File: src/rtl/timer_cmd_pkg.sv
// Shared types and constants for the fancy-timer command initiator.
// The optional measurement counter is enabled by TIMER_CMD_TX_MEASURE_EN.
package timer_cmd_pkg;

    typedef enum logic [2:0] {
        ST_IDLE,
        ST_PRE,
        ST_DLY,
        ST_ARM,
        ST_RUN,
        ST_ACK,
        ST_ERR
    } state_e;

    localparam logic [3:0] PREAMBLE_DEF    = 4'b1101;
    localparam int         ARM_TIMEOUT_DEF = 4;
    localparam int         UNIT_CYCLES     = 1000;
    // Longest legal run is 16 units; the extra 16 cycles absorb handshake slack.
    localparam int         WDOG_LIMIT      = 16 * UNIT_CYCLES + 16;

endpackage

File: src/rtl/timer_cmd_ser.sv
// 8-bit load/shift serializer, MSB first, with a bit counter.
// msb_next is the bit the line will carry after the coming edge.
module timer_cmd_ser
    import timer_cmd_pkg::*;
(
    input  logic       clk,
    input  logic       reset,
    input  logic       load,
    input  logic       shift,
    input  logic [7:0] load_val,
    output logic       msb_next,
    output logic       half_bit,
    output logic       last_bit
);

    logic [7:0] sreg_q, sreg_d;
    logic [2:0] cnt_q, cnt_d;

    always_comb begin
        // NOTE: every combinational output gets a default first so no latch is inferred.
        sreg_d = sreg_q;
        cnt_d  = cnt_q;
        if (load) begin
            sreg_d = load_val;
            cnt_d  = 3'd0;
        end else if (shift) begin
            sreg_d = {sreg_q[6:0], 1'b0};
            cnt_d  = cnt_q + 3'd1;
        end
    end

    always_ff @(posedge clk) begin
        // NOTE: sequential state uses non-blocking assignments only.
        if (reset) begin
            sreg_q <= '0;
            cnt_q  <= '0;
        end else begin
            sreg_q <= sreg_d;
            cnt_q  <= cnt_d;
        end
    end

    assign msb_next = sreg_d[7];
    assign half_bit = (cnt_q == 3'd3);
    assign last_bit = (cnt_q == 3'd7);

endmodule

File: src/rtl/timer_cmd_tx.sv
// Command initiator for the serial fancy-timer: sends preamble+delay, tracks
// counting/done, acks completion. Define TIMER_CMD_TX_MEASURE_EN for the cycle counter/watchdog.
module timer_cmd_tx
    import timer_cmd_pkg::*;
#(
    parameter int         DELAY_W     = 4,
    parameter logic [3:0] PREAMBLE    = PREAMBLE_DEF,
    parameter int         ARM_TIMEOUT = ARM_TIMEOUT_DEF,
    parameter int         CYC_W       = 15
) (
    input  logic               clk,
    input  logic               reset,
    input  logic               req_valid,
    input  logic [DELAY_W-1:0] req_delay,
    output logic               req_ready,
    output logic               data,
    input  logic               counting,
    input  logic               done,
    output logic               ack,
    output logic               busy,
    output logic               rsp_valid,
    output logic               rsp_err,
    output logic [CYC_W-1:0]   rsp_cycles
);

    localparam int ARM_W = $clog2(ARM_TIMEOUT + 1);

    state_e             state_q, state_d;
    logic [ARM_W-1:0]   arm_cnt_q, arm_cnt_d;
    logic               data_q, data_d;
    logic               ack_q, ack_d;
    logic               rsp_valid_q, rsp_valid_d;
    logic               rsp_err_q, rsp_err_d;
    logic [CYC_W-1:0]   rsp_cycles_q, rsp_cycles_d;
    logic [CYC_W-1:0]   cyc_d;
    logic               wdog_hit;
    logic               ser_load, ser_shift;
    logic               ser_msb_next, ser_half, ser_last;

    timer_cmd_ser u_ser (
        .clk      (clk),
        .reset    (reset),
        .load     (ser_load),
        .shift    (ser_shift),
        .load_val ({PREAMBLE, req_delay}),
        .msb_next (ser_msb_next),
        .half_bit (ser_half),
        .last_bit (ser_last)
    );

`ifdef TIMER_CMD_TX_MEASURE_EN
    logic [CYC_W-1:0] cyc_q;

    // ARM counts too: the cycle counting rises is the first measured cycle.
    always_comb begin
        cyc_d = cyc_q;
        if (ser_load)
            cyc_d = '0;
        else if ((state_q == ST_ARM || state_q == ST_RUN) && counting && !(&cyc_q))
            cyc_d = cyc_q + CYC_W'(1);
    end

    always_ff @(posedge clk) begin
        if (reset) cyc_q <= '0;
        else       cyc_q <= cyc_d;
    end

    assign wdog_hit = (cyc_q >= CYC_W'(WDOG_LIMIT));
`else
    assign cyc_d    = '0;
    assign wdog_hit = 1'b0;
`endif

    always_comb begin
        state_d   = state_q;
        arm_cnt_d = arm_cnt_q;
        ser_load  = 1'b0;
        ser_shift = 1'b0;
        unique case (state_q)
            ST_IDLE: begin
                if (req_valid) begin
                    ser_load  = 1'b1;
                    arm_cnt_d = '0;
                    state_d   = ST_PRE;
                end
            end
            ST_PRE: begin
                ser_shift = 1'b1;
                if (ser_half) state_d = ST_DLY;
            end
            ST_DLY: begin
                ser_shift = 1'b1;
                if (ser_last) state_d = ST_ARM;
            end
            ST_ARM: begin
                if (counting)
                    state_d = ST_RUN;
                else if (arm_cnt_q == ARM_W'(ARM_TIMEOUT - 1))
                    state_d = ST_ERR;
                else
                    arm_cnt_d = arm_cnt_q + ARM_W'(1);
            end
            ST_RUN: begin
                if (done)
                    state_d = ST_ACK;
                else if (wdog_hit || !counting)
                    state_d = ST_ERR;
            end
            ST_ACK:  state_d = ST_IDLE;
            ST_ERR:  state_d = ST_IDLE;
            default: state_d = ST_IDLE;
        endcase
    end

    // Outputs are registered from the next state so they line up with it.
    always_comb begin
        data_d       = (state_d == ST_PRE || state_d == ST_DLY) ? ser_msb_next : 1'b0;
        ack_d        = (state_d == ST_ACK);
        rsp_valid_d  = (state_d == ST_ACK || state_d == ST_ERR);
        rsp_err_d    = (state_d == ST_ERR);
        rsp_cycles_d = rsp_valid_d ? cyc_d : '0;
    end

    always_ff @(posedge clk) begin
        if (reset) begin
            state_q      <= ST_IDLE;
            arm_cnt_q    <= '0;
            data_q       <= 1'b0;
            ack_q        <= 1'b0;
            rsp_valid_q  <= 1'b0;
            rsp_err_q    <= 1'b0;
            rsp_cycles_q <= '0;
        end else begin
            state_q      <= state_d;
            arm_cnt_q    <= arm_cnt_d;
            data_q       <= data_d;
            ack_q        <= ack_d;
            rsp_valid_q  <= rsp_valid_d;
            rsp_err_q    <= rsp_err_d;
            rsp_cycles_q <= rsp_cycles_d;
        end
    end

    assign req_ready  = (state_q == ST_IDLE);
    assign busy       = (state_q != ST_IDLE);
    assign data       = data_q;
    assign ack        = ack_q;
    assign rsp_valid  = rsp_valid_q;
    assign rsp_err    = rsp_err_q;
    assign rsp_cycles = rsp_cycles_q;

endmodule
File: config.mk
export PLATFORM = sky130hd
export DESIGN_NAME = timer_cmd_tx
export DESIGN_NICKNAME = d
export VERILOG_FILES = /design/src/rtl/timer_cmd_pkg.sv /design/src/rtl/timer_cmd_ser.sv /design/src/rtl/timer_cmd_tx.sv
export SDC_FILE = /design/constraint.sdc
export NUM_CORES = 1
export LEC_CHECK = 0
export ABC_AREA = 1
export BUFFER_PORTS_ARGS = -buffer_cell sky130_fd_sc_hd__buf_2
export CAP_MARGIN = 0
export CORE_AREA = 2 2 49 51
export DETAILED_ROUTE_END_ITERATION = 10
export DIE_AREA = 0 0 51 53
export PLACE_DENSITY = 0.82
export SLEW_MARGIN = 20
export SYNTH_ARGS = -nofsm -noshare
export SYNTH_HDL_FRONTEND = slang
export SYNTH_SLANG_ARGS = --single-unit
File: constraint.sdc
create_clock -name clk -period 2.1 [get_ports clk]
set_input_delay 0.315 -clock clk [delete_from_list [all_inputs] [get_ports clk]]
set_output_delay 0.315 -clock clk [all_outputs]
set_load 0.01 [all_outputs]
After elaboration in Yosys (flattened, before gate mapping)
Cells that the tools add are included.
{"block": "classes", "add_sub_neg": 2, "n_eq_ne": 14, "n_mux": 17, "bitwise": 1, "n_reduce_logical": 10}
{"operator": "3-bit 2-to-1 mux", "n": 10}
{"operator": "8-bit 2-to-1 mux", "n": 2}
{"operator": "3-bit by 2-bit == test with 1-bit output, second input constant", "n": 5}
{"operator": "3-bit case mux with 5 select lines", "n": 1}
{"operator": "3-bit == test, second input constant", "n": 4}
{"operator": "3-bit by 1-bit adder with 3-bit output, second input constant", "n": 2}
{"operator": "3-bit by 1-bit == test with 1-bit output, second input constant", "n": 2}
{"operator": "2-bit != test, second input constant", "n": 3}
{"operator": "3-bit case mux with 2 select lines", "n": 1}
{"operator": "2-bit OR reduction", "n": 3}
{"operator": "4-bit AND reduction", "n": 1}
{"operator": "2-bit nonzero test", "n": 2}
{"operator": "3-bit logical NOT", "n": 1}
{"operator": "1-bit 2-to-1 mux", "n": 3}
{"operator": "3-bit nonzero test", "n": 1}
{"operator": "1-bit logical OR", "n": 2}
{"operator": "1-bit inverter", "n": 1}
{"block": "word_totals", "regBits": 21, "input_bits": 9, "out_inout_bits": 21, "word_cells": 54}

Longest topological paths before layout
{"block": "logic_depth", "word_depth": 8, "ltp_mapped": 9, "ltp_nobuf": 9}

Cells and area by module
From an unflattened synthesis, not the netlist that was laid out.
{"block": "unflattened", "hier_cells": 167, "area_unflattened_um2": 1248.7}
{"mod": "timer_cmd_tx", "instances": 1, "cells_per_inst": 89, "area_per_inst_um2": 696.9, "seq_area_each_um2": 200.2}
{"mod": "timer_cmd_ser", "instances": 1, "cells_per_inst": 78, "area_per_inst_um2": 551.8, "seq_area_each_um2": 220.2}

Worst setup path after synthesis
No wires, ideal clock.
{"block": "synth_timing", "kind": "register to register", "from": "register arm_cnt_q[0]", "to": "register data_q, in the netlist data", "t_arrival_ns": 1.129, "path_slack_ns": 0.853, "stages_incl_launch_ff": 9, "cell_sequence": "dfxtp_1 > ha_1 > ha_1 > nor2_1 > nand2_2 > nand2_2 > inv_2 > nand3_1 > a21oi_1"}
{"block": "synth_via", "elab_chain_cells": 8, "word_cells_on_any_way": 9, "cone_classes": "3 x eq/ne; 3 x mux; 1 x bitwise; 2 x reduce/logical"}
{"item": "start, declared", "line": "timer_cmd_tx.sv:29", "rtl": "logic [ARM_W-1:0] arm_cnt_q, arm_cnt_d;"}
{"item": "start signal, assigned", "line": "timer_cmd_tx.sv:135", "rtl": "arm_cnt_q <= arm_cnt_d;"}
{"item": "3-bit by 2-bit == test with 1-bit output *", "line": "timer_cmd_tx.sv:98", "rtl": "else if (arm_cnt_q == ARM_W'(ARM_TIMEOUT - 1))"}
{"item": "3-bit 2-to-1 mux *", "line": "timer_cmd_tx.sv:98"}
{"item": "3-bit 2-to-1 mux *", "line": "timer_cmd_tx.sv:96", "rtl": "if (counting)"}
{"item": "3-bit case mux with 5 select lines *", "line": "timer_cmd_tx.sv:79", "rtl": "unique case (state_q)"}
{"item": "3-bit by 1-bit == test with 1-bit output or 3-bit by 2-bit == test with 1-bit output (tied branches)", "line": "timer_cmd_tx.sv:117", "rtl": "data_d = (state_d == ST_PRE || state_d == ST_DLY) ? ser_msb_next : 1'b0;"}
{"item": "1-bit logical OR *", "line": "timer_cmd_tx.sv:117"}
{"item": "1-bit inverter (no source line) *"}
{"item": "2-bit OR reduction (no source line) *"}
{"item": "end signal, assigned", "line": "timer_cmd_tx.sv:136", "rtl": "data_q <= data_d;"}
{"item": "end, declared", "line": "timer_cmd_tx.sv:30", "rtl": "logic data_q, data_d;"}
Every way passes the cells marked *; elsewhere a longest branch is shown, timed or not.
A chain may end at the register's enable or synchronous reset.

Final worst setup path
{"block": "layout_timing", "from": "register state_q[1]", "to": "output req_ready"}
{"block": "layout_via", "elab_chain_cells": 1}
{"item": "start, declared", "line": "timer_cmd_tx.sv:28", "rtl": "state_e state_q, state_d;"}
{"item": "start signal, assigned", "line": "timer_cmd_tx.sv:134", "rtl": "state_q <= state_d;"}
{"item": "3-bit logical NOT", "line": "timer_cmd_tx.sv:144", "rtl": "assign req_ready = (state_q == ST_IDLE);"}
{"item": "end, declared", "line": "timer_cmd_tx.sv:15", "rtl": "output logic req_ready,"}
No other way between the ends.

==> impl_metrics.env <==
export IMPL_ant_nets=0
export IMPL_synth_cell_type_count=25
export IMPL_antenna_found_initial=0
export IMPL_crit_path_start_kind="flip-flop"
export IMPL_hold_viol_final=0
export IMPL_total_power_mw=0.7337
export IMPL_worstPathMaxFanout=6
export IMPL_area_growth_pct=5.120
export IMPL_min_period_over_period_pct=69.49
export IMPL_htree_levels=1
export IMPL_maxCapViolCount=0
export IMPL_grt_ovfl_total=0
export IMPL_hold_path_class="in2reg"
export IMPL_ys_seq_area_share_pct=38.23
export IMPL_vias=899
export IMPL_yosys_warnings=0
export IMPL_gp_congestion=0.8232
export IMPL_vdd_ir_drop_max_mv=0.6819
export IMPL_synth_edff_count=0
export IMPL_die_w_um=51
export IMPL_grt_pass1_wl_mm=3.111
export IMPL_final_area_um2=1156
export IMPL_pwr_density_cell_nw_per_um2=634.6
export IMPL_clkTransAtPathRegs_ps=110
export IMPL_netlist_instances=148
export IMPL_yosysMostFrequentCell="nand2_1"
export IMPL_final_nets=178
export IMPL_dp_cells=187
export IMPL_cp_required_ps=1780
export IMPL_synth_avg_cell_area_um2=7.431
export IMPL_cts_sinks=21
export IMPL_initial_core_util_pct=51.19
export IMPL_wirelength_mm=1.901
export IMPL_layout_drive_gt1_share_pct=19.02
export IMPL_crit_path_end_kind="primary output"
export IMPL_cts_tree="yes"
export IMPL_p_leak_nw=0.5840
export IMPL_die_h_um=53
export IMPL_timing_fmax_mhz=685.3
export IMPL_synth_area_leaders="dfxtp_1 38%, nand2_1 11%, buf_4 10%"
export IMPL_synth_top_area_share_pct=38.23
export IMPL_clk_path_buf_depth=2
export IMPL_rows=17
export IMPL_cp_data_arrival_time_ps=1140
export IMPL_wl_per_cell_um=9.953
export IMPL_io_buffers=14
export IMPL_drtIter0Drc=14
export IMPL_final_util_pct=53.81
export IMPL_coreArea_um2=2148
export IMPL_post_cts_resize_count=0
export IMPL_netlist_top_cells_count="33 x nand2_1, 21 x dfxtp_1, 15 x buf_4, 15 x inv_1"
export IMPL_grt_pass1_vias=766
export IMPL_finalSetupViolations=0
export IMPL_fin_ws_ps=640.7
export IMPL_numCtsBuffers=3
export IMPL_min_delay_start="req_delay[0]"
export IMPL_cp_startpoint="state_q[1]"
export IMPL_ys_ff_latch=21
export IMPL_remaining_drc_errors=0
export IMPL_dieArea_um2=2703
export IMPL_tns_ps=0
export IMPL_synth_top_area_cell="dfxtp_1"
export IMPL_finClkSkew_ps=4.525
export IMPL_dp_slack_ps=706.2
export IMPL_placed_area_um2=1130
export IMPL_ioPinCount=30
export IMPL_diodes=0
export IMPL_grt_max_degree=14
export IMPL_clock_latency_ps=310
export IMPL_netlist_area_um2=1100
export IMPL_ctsHoldBuffers=0
export IMPL_drv_slew=0
export IMPL_critical_path_class="reg2out"
export IMPL_first_pass_iters=4
export IMPL_hold_worst_slack_ps=262.0
export IMPL_dpl_hpwl_mm=1.478
export IMPL_root_buffer="clkbuf_4"
export IMPL_status="completed"
export IMPL_rsz0062_at_grt="false"
export IMPL_finalNonFillerCells=191
export IMPL_async_flop_share_pct=0
export IMPL_min_period_ps=1459
export IMPL_synth_ff_type="dfxtp_1"
export IMPL_grtUsageTotal_pct=15.38
export IMPL_postCtsSetupBuffers=0
export IMPL_rr_startpoint="arm_cnt_q[0]"
export IMPL_vias_per_cell=4.707
==> metal layers <==
layer / wire length, um / track usage (%) / vias up
met3: 137 / 5.932 / 2
li1: - / - / 467
met2: 884 / 25.11 / 30
met4: 23 / 4.054 / 0
met1: 856 / 18.91 / 400
met5: 0 / 0 / -
==> sequential cells by signal, summed over array words and instances (netlist names) <==
name / flops
rsp_valid: 1
state_q: 3
rsp_err: 1
arm_cnt_q: 3
ack: 1
u_ser.cnt_q: 3
data: 1
u_ser.sreg_q: 8
==> cell usage in the layout, fill, tap and decap left out <==
master and count:
a211oi_2 1, a21oi_1 11, a31oi_1 3, and2_1 1, buf_2 14, clkbuf_1 1
clkbuf_4 3, conb_1 15, dfxtp_1 21, ha_1 5, inv_1 15, inv_2 4
nand2_1 33, nand2_2 3, nand3_1 8, nand3_2 1, nand3b_1 1, nand4_1 1
nor2_1 11, nor2_2 3, nor2_4 1, nor3_1 1, nor3b_2 1, o21ai_0 4
o22ai_1 1
==> critical path: stages (launching register included) <==
cell     delay (ps)
dfxtp_1         390
nor2_2          180
nand2_1          90
inv_1            50
buf_2           120
==> power by group <==
part	leakage [nW]	switching (mW)	internal, mW
Clock	0.0150	0.122	0.0742
Sequential	0.171	0.00995	0.417
Combinational	0.398	0.0747	0.0356
Total	0.584	0.207	0.527
==> area by class of cell <==
type | count | area (um2)
fillers | 222 | 992.2
inverters | 19 | 71.32
flip-flops and latches | 21 | 420.4
clock buffers | 4 | 26.28
repair buffers | 14 | 70.07
multi-input cells | 105 | 533.0
well taps | 28 | 35.03
==> path summary, 6_finish.rpt <==
check | endpoint | slack (ps) | cells after the start
worst max-delay path | req_ready | 640 | 4
worst max register to register | rsp_valid | 680 | 9
worst min-delay path | u_ser.sreg_q[0] | 260 | 3
worst min register to register | u_ser.sreg_q[6] | 470 | 2
==> logic make-up (layout without fill, tap and decap cells) <==
| kind of cell | Yosys count | after routing | synth area share, % |
|---|---|---|---|
| other | 1 | 15 | 0.3410 |
| AO/OA/AOI/OAI | 20 | 20 | 10.24 |
| adder cells (fa/ha/maj) | 5 | 5 | 5.688 |
| AND/OR/NAND/NOR | 65 | 65 | 27.42 |
| buffers and inverters | 36 | 37 | 18.09 |
| flip-flops | 21 | 21 | 38.22 |
(Power assumes the default switching activity.)
